===== src/rtl/fetch_prefetch_pkg.sv =====
// Shared fetch-front-end definitions: instruction size, default reset PC
// and the {pc, instr} queue entry type.
package pc_defnitions;

  localparam int INSTR_BYTES = 4;
  localparam logic [31:0] DEFAULT_RESET_PC = 32'h0000_0000;

  typedef struct packed {
    logic [31:0] pc;
    logic [31:0] instr;
  } fetch_entry_t;

endpackage


===== src/rtl/fetch_queue.sv =====
// Prefetch queue: PC slots are allocated at grant time, instruction slots are
// filled in order as responses return, and entries pop from the head.
module fetch_queue #(
  parameter int ADDR_W  = 32,
  parameter int INSTR_W = 32,
  parameter int DEPTH   = 4,
  localparam int PTR_W  = $clog2(DEPTH) + 1
) (
  input  logic               clk,
  input  logic               rst_n,
  input  logic               clear,
  input  logic               alloc_en,
  input  logic [ADDR_W-1:0]  alloc_pc,
  input  logic               fill_en,
  input  logic [INSTR_W-1:0] fill_instr,
  input  logic               pop_en,
  output logic [PTR_W-1:0]   occ,
  output logic [PTR_W-1:0]   pending,
  output logic               filled,
  output logic [ADDR_W-1:0]  head_pc,
  output logic [INSTR_W-1:0] head_instr
);

  localparam int IDX_W = PTR_W - 1;

  logic [ADDR_W-1:0]  pc_mem    [DEPTH];
  logic [INSTR_W-1:0] instr_mem [DEPTH];
  logic [PTR_W-1:0]   alloc_ptr;
  logic [PTR_W-1:0]   fill_ptr;
  logic [PTR_W-1:0]   rd_ptr;

  // Storage needs no reset; pointers alone decide which slots are meaningful.
  always_ff @(posedge clk) begin
    if (alloc_en) pc_mem[alloc_ptr[IDX_W-1:0]] <= alloc_pc;
    if (fill_en)  instr_mem[fill_ptr[IDX_W-1:0]] <= fill_instr;
  end

  always_ff @(posedge clk or negedge rst_n) begin
    if (!rst_n) begin
      alloc_ptr <= '0;
      fill_ptr  <= '0;
      rd_ptr    <= '0;
    end else if (clear) begin
      alloc_ptr <= '0;
      fill_ptr  <= '0;
      rd_ptr    <= '0;
    end else begin
      if (alloc_en) alloc_ptr <= alloc_ptr + 1'b1;
      if (fill_en)  fill_ptr  <= fill_ptr + 1'b1;
      if (pop_en)   rd_ptr    <= rd_ptr + 1'b1;
    end
  end

  assign occ        = alloc_ptr - rd_ptr;
  assign pending    = alloc_ptr - fill_ptr;
  assign filled     = (fill_ptr != rd_ptr);
  assign head_pc    = pc_mem[rd_ptr[IDX_W-1:0]];
  assign head_instr = instr_mem[rd_ptr[IDX_W-1:0]];

endmodule


===== src/rtl/fetch_prefetch.sv =====
// Instruction-fetch front end with a decoupled prefetch queue and redirect flush.
// Optional FETCH_PERF_CNT_EN adds pop and discarded-response counters.
module fetch_prefetch
  import pc_defnitions::*;
#(
  parameter int ADDR_W     = 32,
  parameter int INSTR_W    = 32,
  parameter int FIFO_DEPTH = 4,
  parameter logic [ADDR_W-1:0] RESET_PC = ADDR_W'(DEFAULT_RESET_PC)
) (
  input  logic               clk,
  input  logic               rst_n,
  input  logic               redirect_valid,
  input  logic [ADDR_W-1:0]  redirect_pc,
  output logic               imem_req,
  output logic [ADDR_W-1:0]  imem_addr,
  input  logic               imem_gnt,
  input  logic               imem_rvalid,
  input  logic [INSTR_W-1:0] imem_rdata,
  output logic               if_valid,
  input  logic               if_ready,
  output logic [INSTR_W-1:0] if_instr,
  output logic [ADDR_W-1:0]  if_pc
`ifdef FETCH_PERF_CNT_EN
  ,
  output logic [31:0]        perf_fetch_cnt,
  output logic [31:0]        perf_drop_cnt
`endif
);

  localparam int PTR_W = $clog2(FIFO_DEPTH) + 1;

  logic [ADDR_W-1:0] fetch_pc;
  logic [PTR_W-1:0]  drop_cnt;
  logic [PTR_W-1:0]  occ;
  logic [PTR_W-1:0]  pending;
  logic [PTR_W:0]    budget;
  logic              filled;
  logic              grant;
  logic              pop;
  logic              drop_resp;
  logic              fill_resp;
  logic              unused_redirect_lsbs;

  assign unused_redirect_lsbs = ^redirect_pc[1:0];

  // Live entries plus responses still owed to a flushed stream bound new requests.
  assign budget    = {1'b0, occ} + {1'b0, drop_cnt};
  assign imem_req  = rst_n & ~redirect_valid & (budget < (PTR_W+1)'(FIFO_DEPTH));
  assign imem_addr = fetch_pc;
  assign grant     = imem_req & imem_gnt;
  assign if_valid  = filled & ~redirect_valid;
  assign pop       = if_valid & if_ready;
  assign drop_resp = imem_rvalid & (drop_cnt != '0);
  assign fill_resp = imem_rvalid & (drop_cnt == '0) & ~redirect_valid;

  fetch_queue #(
    .ADDR_W  (ADDR_W),
    .INSTR_W (INSTR_W),
    .DEPTH   (FIFO_DEPTH)
  ) u_queue (
    .clk        (clk),
    .rst_n      (rst_n),
    .clear      (redirect_valid),
    .alloc_en   (grant),
    .alloc_pc   (fetch_pc),
    .fill_en    (fill_resp),
    .fill_instr (imem_rdata),
    .pop_en     (pop),
    .occ        (occ),
    .pending    (pending),
    .filled     (filled),
    .head_pc    (if_pc),
    .head_instr (if_instr)
  );

  // On redirect every in-flight request becomes a drop, less any response landing now.
  always_ff @(posedge clk or negedge rst_n) begin
    if (!rst_n) begin
      fetch_pc <= RESET_PC;
      drop_cnt <= '0;
    end else if (redirect_valid) begin
      fetch_pc <= {redirect_pc[ADDR_W-1:2], 2'b00};
      drop_cnt <= drop_cnt + pending - PTR_W'(imem_rvalid);
    end else begin
      if (grant)     fetch_pc <= fetch_pc + ADDR_W'(INSTR_BYTES);
      if (drop_resp) drop_cnt <= drop_cnt - 1'b1;
    end
  end

`ifdef FETCH_PERF_CNT_EN
  always_ff @(posedge clk or negedge rst_n) begin
    if (!rst_n) begin
      perf_fetch_cnt <= '0;
      perf_drop_cnt  <= '0;
    end else begin
      perf_fetch_cnt <= perf_fetch_cnt + 32'(pop);
      perf_drop_cnt  <= perf_drop_cnt + 32'(imem_rvalid & ((drop_cnt != '0) | redirect_valid));
    end
  end
`endif

  resp_has_request: assert property (@(posedge clk) disable iff (!rst_n)
    imem_rvalid |-> ((drop_cnt != '0) || (pending != '0)));

endmodule

===== config.mk =====
export PLATFORM = sky130hd
export DESIGN_NAME = fetch_prefetch
export DESIGN_NICKNAME = d
export VERILOG_FILES = /design/src/rtl/fetch_prefetch_pkg.sv /design/src/rtl/fetch_queue.sv /design/src/rtl/fetch_prefetch.sv
export SDC_FILE = /design/constraint.sdc
export NUM_CORES = 1
export LEC_CHECK = 0
export ABC_AREA = 1
export ABC_CLOCK_PERIOD_IN_PS = 6900
export CAP_MARGIN = 20
export CORE_UTILIZATION = 59
export DETAILED_ROUTE_END_ITERATION = 7
export PLACE_DENSITY = 0.85
export SLEW_MARGIN = 20
export SYNTH_ARGS = -nofsm -noshare
export SYNTH_HDL_FRONTEND = slang
export SYNTH_SLANG_ARGS = --single-unit

===== constraint.sdc =====
create_clock -name clk -period 6.9 [get_ports clk]
set_input_delay 0.69 -clock clk [delete_from_list [all_inputs] [get_ports clk]]
set_output_delay 0.69 -clock clk [all_outputs]
set_load 0.02 [all_outputs]

==> results of run 1 <==
logic make-up after synthesis:
logic type,count (synthesis),share of synthesized area
simple gates,475,0.159
compound gates,208,0.0900
buf+inv,128,0.0413
other cells,1,0.000298
xor+xnor,16,0.0111
fa+ha+maj,21,0.0238
flops,290,0.674
registers in the layout, summed over array words and instances, names as in the netlist:
register           flops
imem_addr             30
u_queue.instr_mem    128
u_queue.fill_ptr       3
u_queue.pc_mem       120
drop_cnt               3
u_queue.rd_ptr         3
u_queue.alloc_ptr      3
power groups by stage:
stage	sequential, W	clock, W	combinational [W]
CTS	0.00215	0.00143	0.00111
floorplan	0.00217	0	0.000639
detailed placement	0.00219	0	0.00111
global route	0.00217	0.00150	0.00121
global placement	0.00219	0	0.00107
finish	0.00216	0.00141	0.00111
worst paths after layout:
path                                           from              endpoint  slack [ns]  depth (start not counted)
worst min-delay path                          rst_n          imem_addr[8]        0.24                          2
worst max register to register    u_queue.rd_ptr[0]  u_queue.pc_mem[3][3]        2.72                         10
worst max-delay path              u_queue.rd_ptr[0]              imem_req        2.65                          9
max in group asynchronous                     rst_n     u_queue.rd_ptr[0]        6.21                          2
worst min register to register  u_queue.fill_ptr[2]   u_queue.fill_ptr[2]        0.60                          2
min in group clk                u_queue.fill_ptr[2]   u_queue.fill_ptr[2]        0.60                          2
metrics by stage:
step,utilization,std cells,power [W]
after floorplan,-,1142,0.00281
after global placement,0.691,1532,0.00326
after detailed placement,0.691,1532,0.00330
after CTS,0.732,1582,0.00470
after global routing,0.732,1582,0.00488
final,0.732,1582,0.00468
synthesized netlist by cell type (all sizes together) (4+ instances only):
library cell  count
edfxtp          248
nand2           215
nor2            188
o21ai           137
inv              71
nand3            65
o22ai            62
dfrtp            42
clkbuf           35
buf              22
ha               16
xnor2             9
xor2              7
fa                5
a21oi             4
o21bai            4
cell type report:
class | count | share of cell area
clock buffers | 38 | 0.0494
flip-flops and latches | 290 | 0.555
inverters | 71 | 0.0175
clock inverters | 12 | 0.00636
well taps | 275 | 0.0224
repair buffers | 172 | 0.113
multi-input cells | 724 | 0.237
critical path, stage by stage, from the launching register on:
cell	delay, ns
dfrtp_4	0.78
ha_1	0.24
inv_1	0.05
fa_1	0.38
xnor2_1	0.19
xor2_1	0.17
ha_1	0.25
nand3b_1	0.17
nor2_1	0.16
clkdlybuf4s50_1	0.63
layer usage:
metal | part of all wire | track usage | vias up
met4 | 0.034 | 0.120 | 0
met1 | 0.39 | 0.337 | 4305
li1 | - | - | 4240
met3 | 0.082 | 0.0405 | 62
met5 | 0 | 0 | -
met2 | 0.49 | 0.438 | 432
==> results.cfg, run 1 <==
[cells_and_area]
most-common-layout-cells = edfxtp_1, nand2_1, nor2_1
final_common_cell = edfxtp_1
drive_above_1_share = 0.0727
n_antenna_cell = 0
postLayoutCellArea_um2 = 15300
multi_input_area_um2 = 3640
areaGrowthSynthToFinish_pct = 21.7
nFillCells = 1389
seqCellArea_um2 = 8500
finalNetCount = 1377

[place]
place_ws_ns = 2.78
place_area_um2 = 14500
gp_congestion = 0.941
dp_hpwl_mm = 17.2
io_buffers = 161

[clock_tree]
cts_tree = yes
clock-root-buffer = clkbuf_16
cts_hold_buffers = 0
cts-buffers-inserted = 27
insertion_delay_ns = 0.53
postCtsSetupBuffers = 0
cts_resized = 0
cts_sinks = 290
htreeDepth = 1
clk_pin_slew_ns = 0.07
clk_path_buf_depth = 3

[power]
power_frac_comb = 0.237
power_density_nw_per_um2 = 305
leakagePower_nw = 5.66
p_int_w = 0.00328
p_switching_w = 0.00140
vdd_drop_max_v = 0.000147
clock_power_share = 0.302
swShare = 0.299
p_seq_frac = 0.461

[route]
via_per_inst = 5.71
drt_wl_total_mm = 28.4
vias = 9039
wl_per_cell_um = 18.0
firstDrtPassIters = 7
drt-initial-drc-count = 839
drc = 0
antenna_left = 0

[yosys]
synthFlopType = edfxtp_1
yosys_warnings = 0
yosysTopAreaCell = edfxtp_1
synth_top_area_frac = 0.591
ys_ff_latch = 290
ys_types = 31
synth_edf_count = 248
synth_seq_area_share = 0.674
synth.cell_area_um2 = 12600
synth.avg_cell_area_um2 = 11.1
synth_cells = 1139
ys_top_cells_by_area = edfxtp_1, dfrtp_1, nand2_1
synthArstFlopShare = 0.145

[outcome]
status = finished, final reports clean

[sta]
relSlewSlack = 0.301
finalHoldViolations = 0
worst_slack_ns = 2.65
period_share = 0.616
fin_crit_ns = 4.25
tns_ns = 0
hold_ws_ns = 0.243
clock.fmax_mhz = 235
tightest_slew_ns = 1.05
finalClockSkew_ns = 0.0132
rsz0062_at_grt = false
setup_viol_count_final = 0
maxSlewViolCount = 0

[global_route]
grt_pass1_vias = 8752
grt_use_total = 0.261
grt_pass1_wl_mm = 44.1
antenna_found_initial = 0
grt_max_degree = 77
grt_overflow_total = 0

[floorplanning]
die_x_um = 148
floorplan.initialDensity = 0.602
dieArea_um2 = 22000
core_um2 = 21000
io_pins = 168
die_height_um = 148
rows = 53

[critical_path]
worst_ep_required_time_ns = 6.21
cp.arrival_ns = 3.56
cp-end-kind = output pin
cp_max_fo = 54
startpoint_type = flop
critPathKind = flop to output pin

[worst_hold_path]
hold_class = input pin to asynchronous set/reset pin

[flow_run]
cap_violations = 0
No activity file was read; power rests on OpenSTA's default activity.
==> run 2: changes to the inputs <==
--- a/config.mk
+++ b/config.mk
@@ -6,11 +6,11 @@
 export NUM_CORES = 1
 export LEC_CHECK = 0
 export ABC_AREA = 1
-export ABC_CLOCK_PERIOD_IN_PS = 6900
+export ABC_CLOCK_PERIOD_IN_PS = 4000
 export CAP_MARGIN = 20
-export CORE_UTILIZATION = 59
+export CORE_UTILIZATION = 55
 export DETAILED_ROUTE_END_ITERATION = 7
-export PLACE_DENSITY = 0.85
+export PLACE_DENSITY = 0.8
 export SLEW_MARGIN = 20
 export SYNTH_ARGS = -nofsm -noshare
 export SYNTH_HDL_FRONTEND = slang
==> constraint.sdc (replaced) <==
create_clock -name clk -period 4 [get_ports clk]
set_input_delay 0.4 -clock clk [delete_from_list [all_inputs] [get_ports clk]]
set_output_delay 0.4 -clock clk [all_outputs]
set_load 0.02 [all_outputs]
==> run 2 against run 1 <==
  * Via count is 1.8% lower
  * Utilization shrank 4.3 points
  * Setup slack worse by 2.4 ns
  * Power up 80%
  * Critical path type unchanged
  * Clock power is 97% higher
  * Largest cell class unchanged
  * Global-route usage fell by 1.6 points
  * Highest routed layer unchanged
  * Non-clock buffer count rose by 9
  * Die area grew 7.2%
  * Routed wire length grew 0.71%
==> results.cfg, run 2 (synthesized netlist as in run 1, its figures left out) <==
[outcome]
status = finished, final reports clean

[place]
gp_congestion = 0.882
dp_hpwl_mm = 17.6
io_buffers = 161

[worst_hold_path]
hold_class = input pin to asynchronous set/reset pin

[route]
antenna_left = 0
vias = 8874
met2_length_mm = 13.9
wl_per_cell_um = 17.8
met1Wirelength_mm = 12.2
drc = 0
via_per_inst = 5.53
firstDrtPassIters = 5
drt-initial-drc-count = 611
drt_wl_total_mm = 28.6
top_layer = met4
wl_met3_mm = 1.90

[global_route]
grt_max_degree = 105
antenna_found_initial = 0
grt_pass1_wl_mm = 45.0
grt_use_total = 0.245
grt_overflow_total = 0
grt_pass1_vias = 8722

[power]
vdd_drop_max_v = 0.000374
leakagePower_nw = 5.79
power_density_nw_per_um2 = 543

[clock_tree]
postCtsSetupBuffers = 0
cts_tree = yes
clk_pin_slew_ns = 0.06
cts-buffers-inserted = 29
clk_path_buf_depth = 3
clock-root-buffer = clkbuf_16
cts_sinks = 290
insertion_delay_ns = 0.54
htreeDepth = 1

[critical_path]
cp-end-kind = output pin
critPathKind = flop to output pin
critical_path.max_stage_delay_ns = 0.65
cpMostUsedCell = ha_1
path_delay_family = adder cells
worst_ep_required_time_ns = 3.60
startpoint_type = flop
path_buf_inv = 2
cp.arrival_ns = 3.36
cp_max_fo = 26
slowest_stage = clkdlybuf4s50_1
crit_chain = ha_1, inv_1, fa_1, xnor2_1, xor2_1, ha_1, nand3b_1, nor2_1, clkdlybuf4s50_1

[cells_and_area]
finalNetCount = 1388
final_common_cell = edfxtp_1
largest_reg_flops = 128
seqCellArea_um2 = 8500
drive_above_1_share = 0.0856
areaGrowthSynthToFinish_pct = 23.2
most-common-layout-cells = edfxtp_1, nand2_1, nor2_1
multi_input_area_um2 = 3640
n_antenna_cell = 0
nFillCells = 1632

[sta]
fin_crit_ns = 3.76
relSlewSlack = 0.295
setup_viol_count_final = 0
finalHoldViolations = 0
clock.fmax_mhz = 266
tightest_slew_ns = 1.05
rsz0062_at_grt = false
maxSlewViolCount = 0
period_share = 0.940
hold_ws_ns = 0.223
finalClockSkew_ns = 0.00765
tns_ns = 0

[floorplanning]
die_height_um = 153
die_x_um = 153
io_pins = 168
core_um2 = 22600
floorplan.initialDensity = 0.558
dieArea_um2 = 23500
rows = 55

[flow_run]
cap_violations = 0
-- run 2: cell count changes in the layout (fill, tap and decap cells not counted), moves of 2 or more --
cell	before	now
clkbuf_1	7	2
buf_12	3	1
clkinv_2	2	10
bufinv_16	1	5
buf_4	8	18
clkbuf_16	27	29
clkbuf_8	4	2
-- run 2: power by group --
part           leakage (nW)  internal (W)  switching (W)
Combinational          2.54      0.000796        0.00115
Clock                 0.490       0.00169        0.00110
Sequential             2.76       0.00348       0.000224
-- run 2: stage by stage --
step | cell area, um2 | total power [W] | setup WS (ns) | util | instances
floorplan | 12600 | 0.00485 | 0.0798 | - | 1142
global placement | 14500 | 0.00565 | 0.722 | 0.644 | 1550
detailed placement | 14500 | 0.00571 | 0.680 | 0.644 | 1550
CTS | 15500 | 0.00847 | 0.232 | 0.688 | 1605
global route | 15500 | 0.00878 | 0.0823 | 0.688 | 1605
finish | 15500 | 0.00843 | 0.238 | 0.688 | 1605
-- run 2: worst reg2reg max path, stage by stage (launching register included) --
cell,delay (ns)
dfrtp_4,0.60
ha_1,0.20
inv_1,0.05
fa_1,0.37
xnor2_1,0.20
xor2_1,0.17
ha_1,0.26
nor2_1,0.13
nand4_2,0.21
buf_4,0.30
inv_2,0.44
nand2_1,0.13
inv_1,0.07
nand2_1,0.05
nand2_1,0.05
-- run 2: path summary, 6_finish.rpt --
check	startpoint	endpoint	slack (ns)	cells past startpoint
worst max register to register	u_queue.rd_ptr[0]	imem_addr[26]	0.72	14
worst max-delay path	u_queue.rd_ptr[0]	imem_req	0.24	9
worst min register to register	u_queue.rd_ptr[2]	u_queue.rd_ptr[2]	0.64	2
worst min-delay path	rst_n	u_queue.rd_ptr[2]	0.22	2
max in group asynchronous	rst_n	u_queue.rd_ptr[0]	2.93	3
min in group clk	redirect_pc[10]	imem_addr[10]	0.45	3
-- run 2: final cells by class --
cell class | count | area share
tap | 285 | 0.0230
timing repair buffer | 181 | 0.114
multi-input combinational | 724 | 0.234
clock buffer | 33 | 0.0490
inverter | 71 | 0.0172
clock inverter | 21 | 0.0153
sequential | 290 | 0.547
-- run 2: repair_timing --
action / 4_1_cts / 5_1_grt
hold endpoints to repair: 1 / 0
hold buffers: 1 / 0
resized for setup: 0 / 0
-- run 2: per-layer routing --
metal,vias up,global-route usage
met1,4252,0.337
met5,-,0
met2,316,0.410
li1,4257,-
met3,49,0.0329
met4,0,0.0719
==> RTL change (flow settings as in run 1) <==
Change the parameter `FIFO_DEPTH` from 4 to 2.
--- a/src/rtl/fetch_prefetch.sv
+++ b/src/rtl/fetch_prefetch.sv
@@ -7,3 +7,3 @@
   parameter int INSTR_W    = 32,
-  parameter int FIFO_DEPTH = 4,
+  parameter int FIFO_DEPTH = 2,
   parameter logic [ADDR_W-1:0] RESET_PC = ADDR_W'(DEFAULT_RESET_PC)
Behaviour: not the same (Yosys sat finds a counterexample within 4 cycles, from zero or initial values and one cycle with rst_n low).
==> RTL change against run 1 <==
Synthesized cell count fell by 32%. Critical endpoint is now if_instr[9]. Setup slack improved by 260 ps. Largest power group is now combinational cells. Design area fell by 37%. Power fell by 22%. Count of clock-buffer cells in the layout fell by 17. Sequential cell count fell by 128. Cell count fell by 29%. Synthesized area fell by 42%. Critical path type unchanged. Worst hold slack improved by 90 ps. Wire length fell by 39%. Critical path depth fell by 4.
==> RTL change: results (changes against run 1) <==
[clock_network]
htreeDepth=4  ; was 1
clk_path_buf_depth=2  ; was 3
cts_root_buf=clkbuf_16  ; unchanged
clock_latency_ps=430  ; was 530 ps
cts_buffers=17  ; was 27

[placed_design]
place_ws_ps=3670  ; was 2780 ps
dp_hpwl_um=11500  ; was 17,200 um
gp_congestion=0.938  ; was 0.941
portBuffers=161  ; unchanged
placed_area_mm2=0.00913  ; was 0.0145 mm2

[routing]
drtPass1Iterations=5  ; was 7
wl_met1_um=6840  ; was 11,200 um
drt-initial-drc-count=454  ; was 839
wl_met2_um=8670  ; was 14,000 um
routedWlPerCell_um=15.4  ; was 18.0 um
via_count=5874  ; was 9,039
wl_met3_um=1380  ; was 2320 um

[global_route]
grt_use_total_pct=27.8  ; was 26.1%
antenna_found_initial=0  ; unchanged
grt_pass1_vias=5688  ; was 8,752
grt_first_pass_wirelength_um=27100  ; was 44,100 um
grt_max_degree=66  ; was 77

[final_layout]
seq_area_mm2=0.00468  ; was 0.00850 mm2
diodes=0  ; unchanged
drive_above_1_share_pct=6.41  ; was 7.27%
fillers=771  ; was 1,389
nets=1015  ; was 1,377
largest_reg_flops=64  ; was 128

[logic_synthesis]
synth_commonest_cells=372 x nand2_1, 124 x edfxtp_1, 54 x inv_1  ; was 248 x edfxtp_1, 209 x nand2_1, 172 x nor2_1
synth.area.top_cells=edfxtp_1 51%, nand2_1 19%, dfrtp_1 13%  ; was edfxtp_1 59%, dfrtp_1 8.3%, nand2_1 6.2%
synthArstFlopShare_pct=23.5  ; was 14.5%
synth_edf_count=124  ; was 248
seq_area_frac_synth_pct=63.5  ; was 67.4%

[setup_path]
cp.arrival_ps=3300  ; was 3560 ps
worstSetupEndpoint=if_instr[9]  ; was imem_req
setup.worst_path.start=u_queue.rd_ptr[0]$_DFFE_PN0P_  ; unchanged
r2r_end=u_queue.pc_mem[1][20]$_DFFE_PP_  ; was u_queue.pc_mem[3][3]$_DFFE_PP_
r2r_cells=9  ; was 10
path_max_fanout=65  ; was 54
r2r_start=u_queue.alloc_ptr[0]$_DFFE_PN0P_  ; was u_queue.rd_ptr[0]$_DFFE_PN0P_

[pwr]
ir_drop_mv=0.199  ; was 0.147 mV
cellLeakagePower_nw=4.02  ; was 5.66 nW

[timing]
slew_headroom_pct=37.6  ; was 30.1%
fmax_mhz=251  ; was 235 MHz
finClkSkew_ps=7.61  ; was 13.2 ps

[status]
outcome=completed  ; unchanged

==> RTL change: cell types whose count changed in the layout (fill, tap and decap cells not counted), moves of 34 or more <==
cell / change
nor2_1: -121
edfxtp_1: -124
nand2_1: +163
nand3_1: -34
o22ai_1: -62
o21ai_0: -116
==> RTL change: area by class of cell <==
class	count	area share (%)
Sequential cell	162	48.3
Multi-Input combinational cell	531	24.4
Timing Repair Buffer	168	17.1
Clock buffer	21	4.65
Inverter	58	2.29
Tap cell	168	2.17
Clock inverter	11	1.07
==> RTL change: kinds of logic after synthesis <==
group,after synthesis,synth area share [%]
compound gates,35,2.69
buf+inv,83,4.74
xor+xnor,18,2.14
flops,162,63.5
other cells,1,0.0510
simple gates,467,25.4
fa+ha+maj,7,1.50
==> RTL change: metal layers <==
layer / up-vias / track usage, %
met5: - / 0
met4: 0 / 11.8
met1: 2771 / 33.7
met3: 35 / 5.90
li1: 2807 / -
met2: 261 / 48.4
==> RTL change: worst min-delay path by stage <==
stage                                                  end                              from
after floorplan                    drop_cnt[0]$_DFFE_PN0P_                             rst_n
after global placement    u_queue.alloc_ptr[1]$_DFFE_PN0P_  u_queue.alloc_ptr[1]$_DFFE_PN0P_
after detailed placement  u_queue.alloc_ptr[1]$_DFFE_PN0P_  u_queue.alloc_ptr[1]$_DFFE_PN0P_
final                            imem_addr[15]$_DFFE_PN0P_                             rst_n
after global routing             imem_addr[28]$_DFFE_PN0P_                             rst_n
after CTS                        imem_addr[28]$_DFFE_PN0P_                             rst_n
==> RTL change: per-stage QoR <==
stage / cells / hold slack (ps)
2_1_floorplan: 776 / 394
3_3_place_gp: 1087 / 515
3_5_place_dp: 1087 / 528
4_1_cts: 1119 / 341
5_1_grt: 1119 / 366
6_report: 1119 / 334
==> RTL change: where the power goes <==
group	total [mW]	switching (mW)	internal, mW
registers	1.33	0.126	1.21
logic	1.42	0.832	0.584
clock network	0.880	0.372	0.508
total	3.63	1.33	2.30
==> RTL change: critical path: stages (launching register included) <==
cell and delay [ps]:
dfrtp_2 360, buf_4 580, clkinv_2 950, nand2_1 300, nand2_1 110, clkdlybuf4s50_1 550
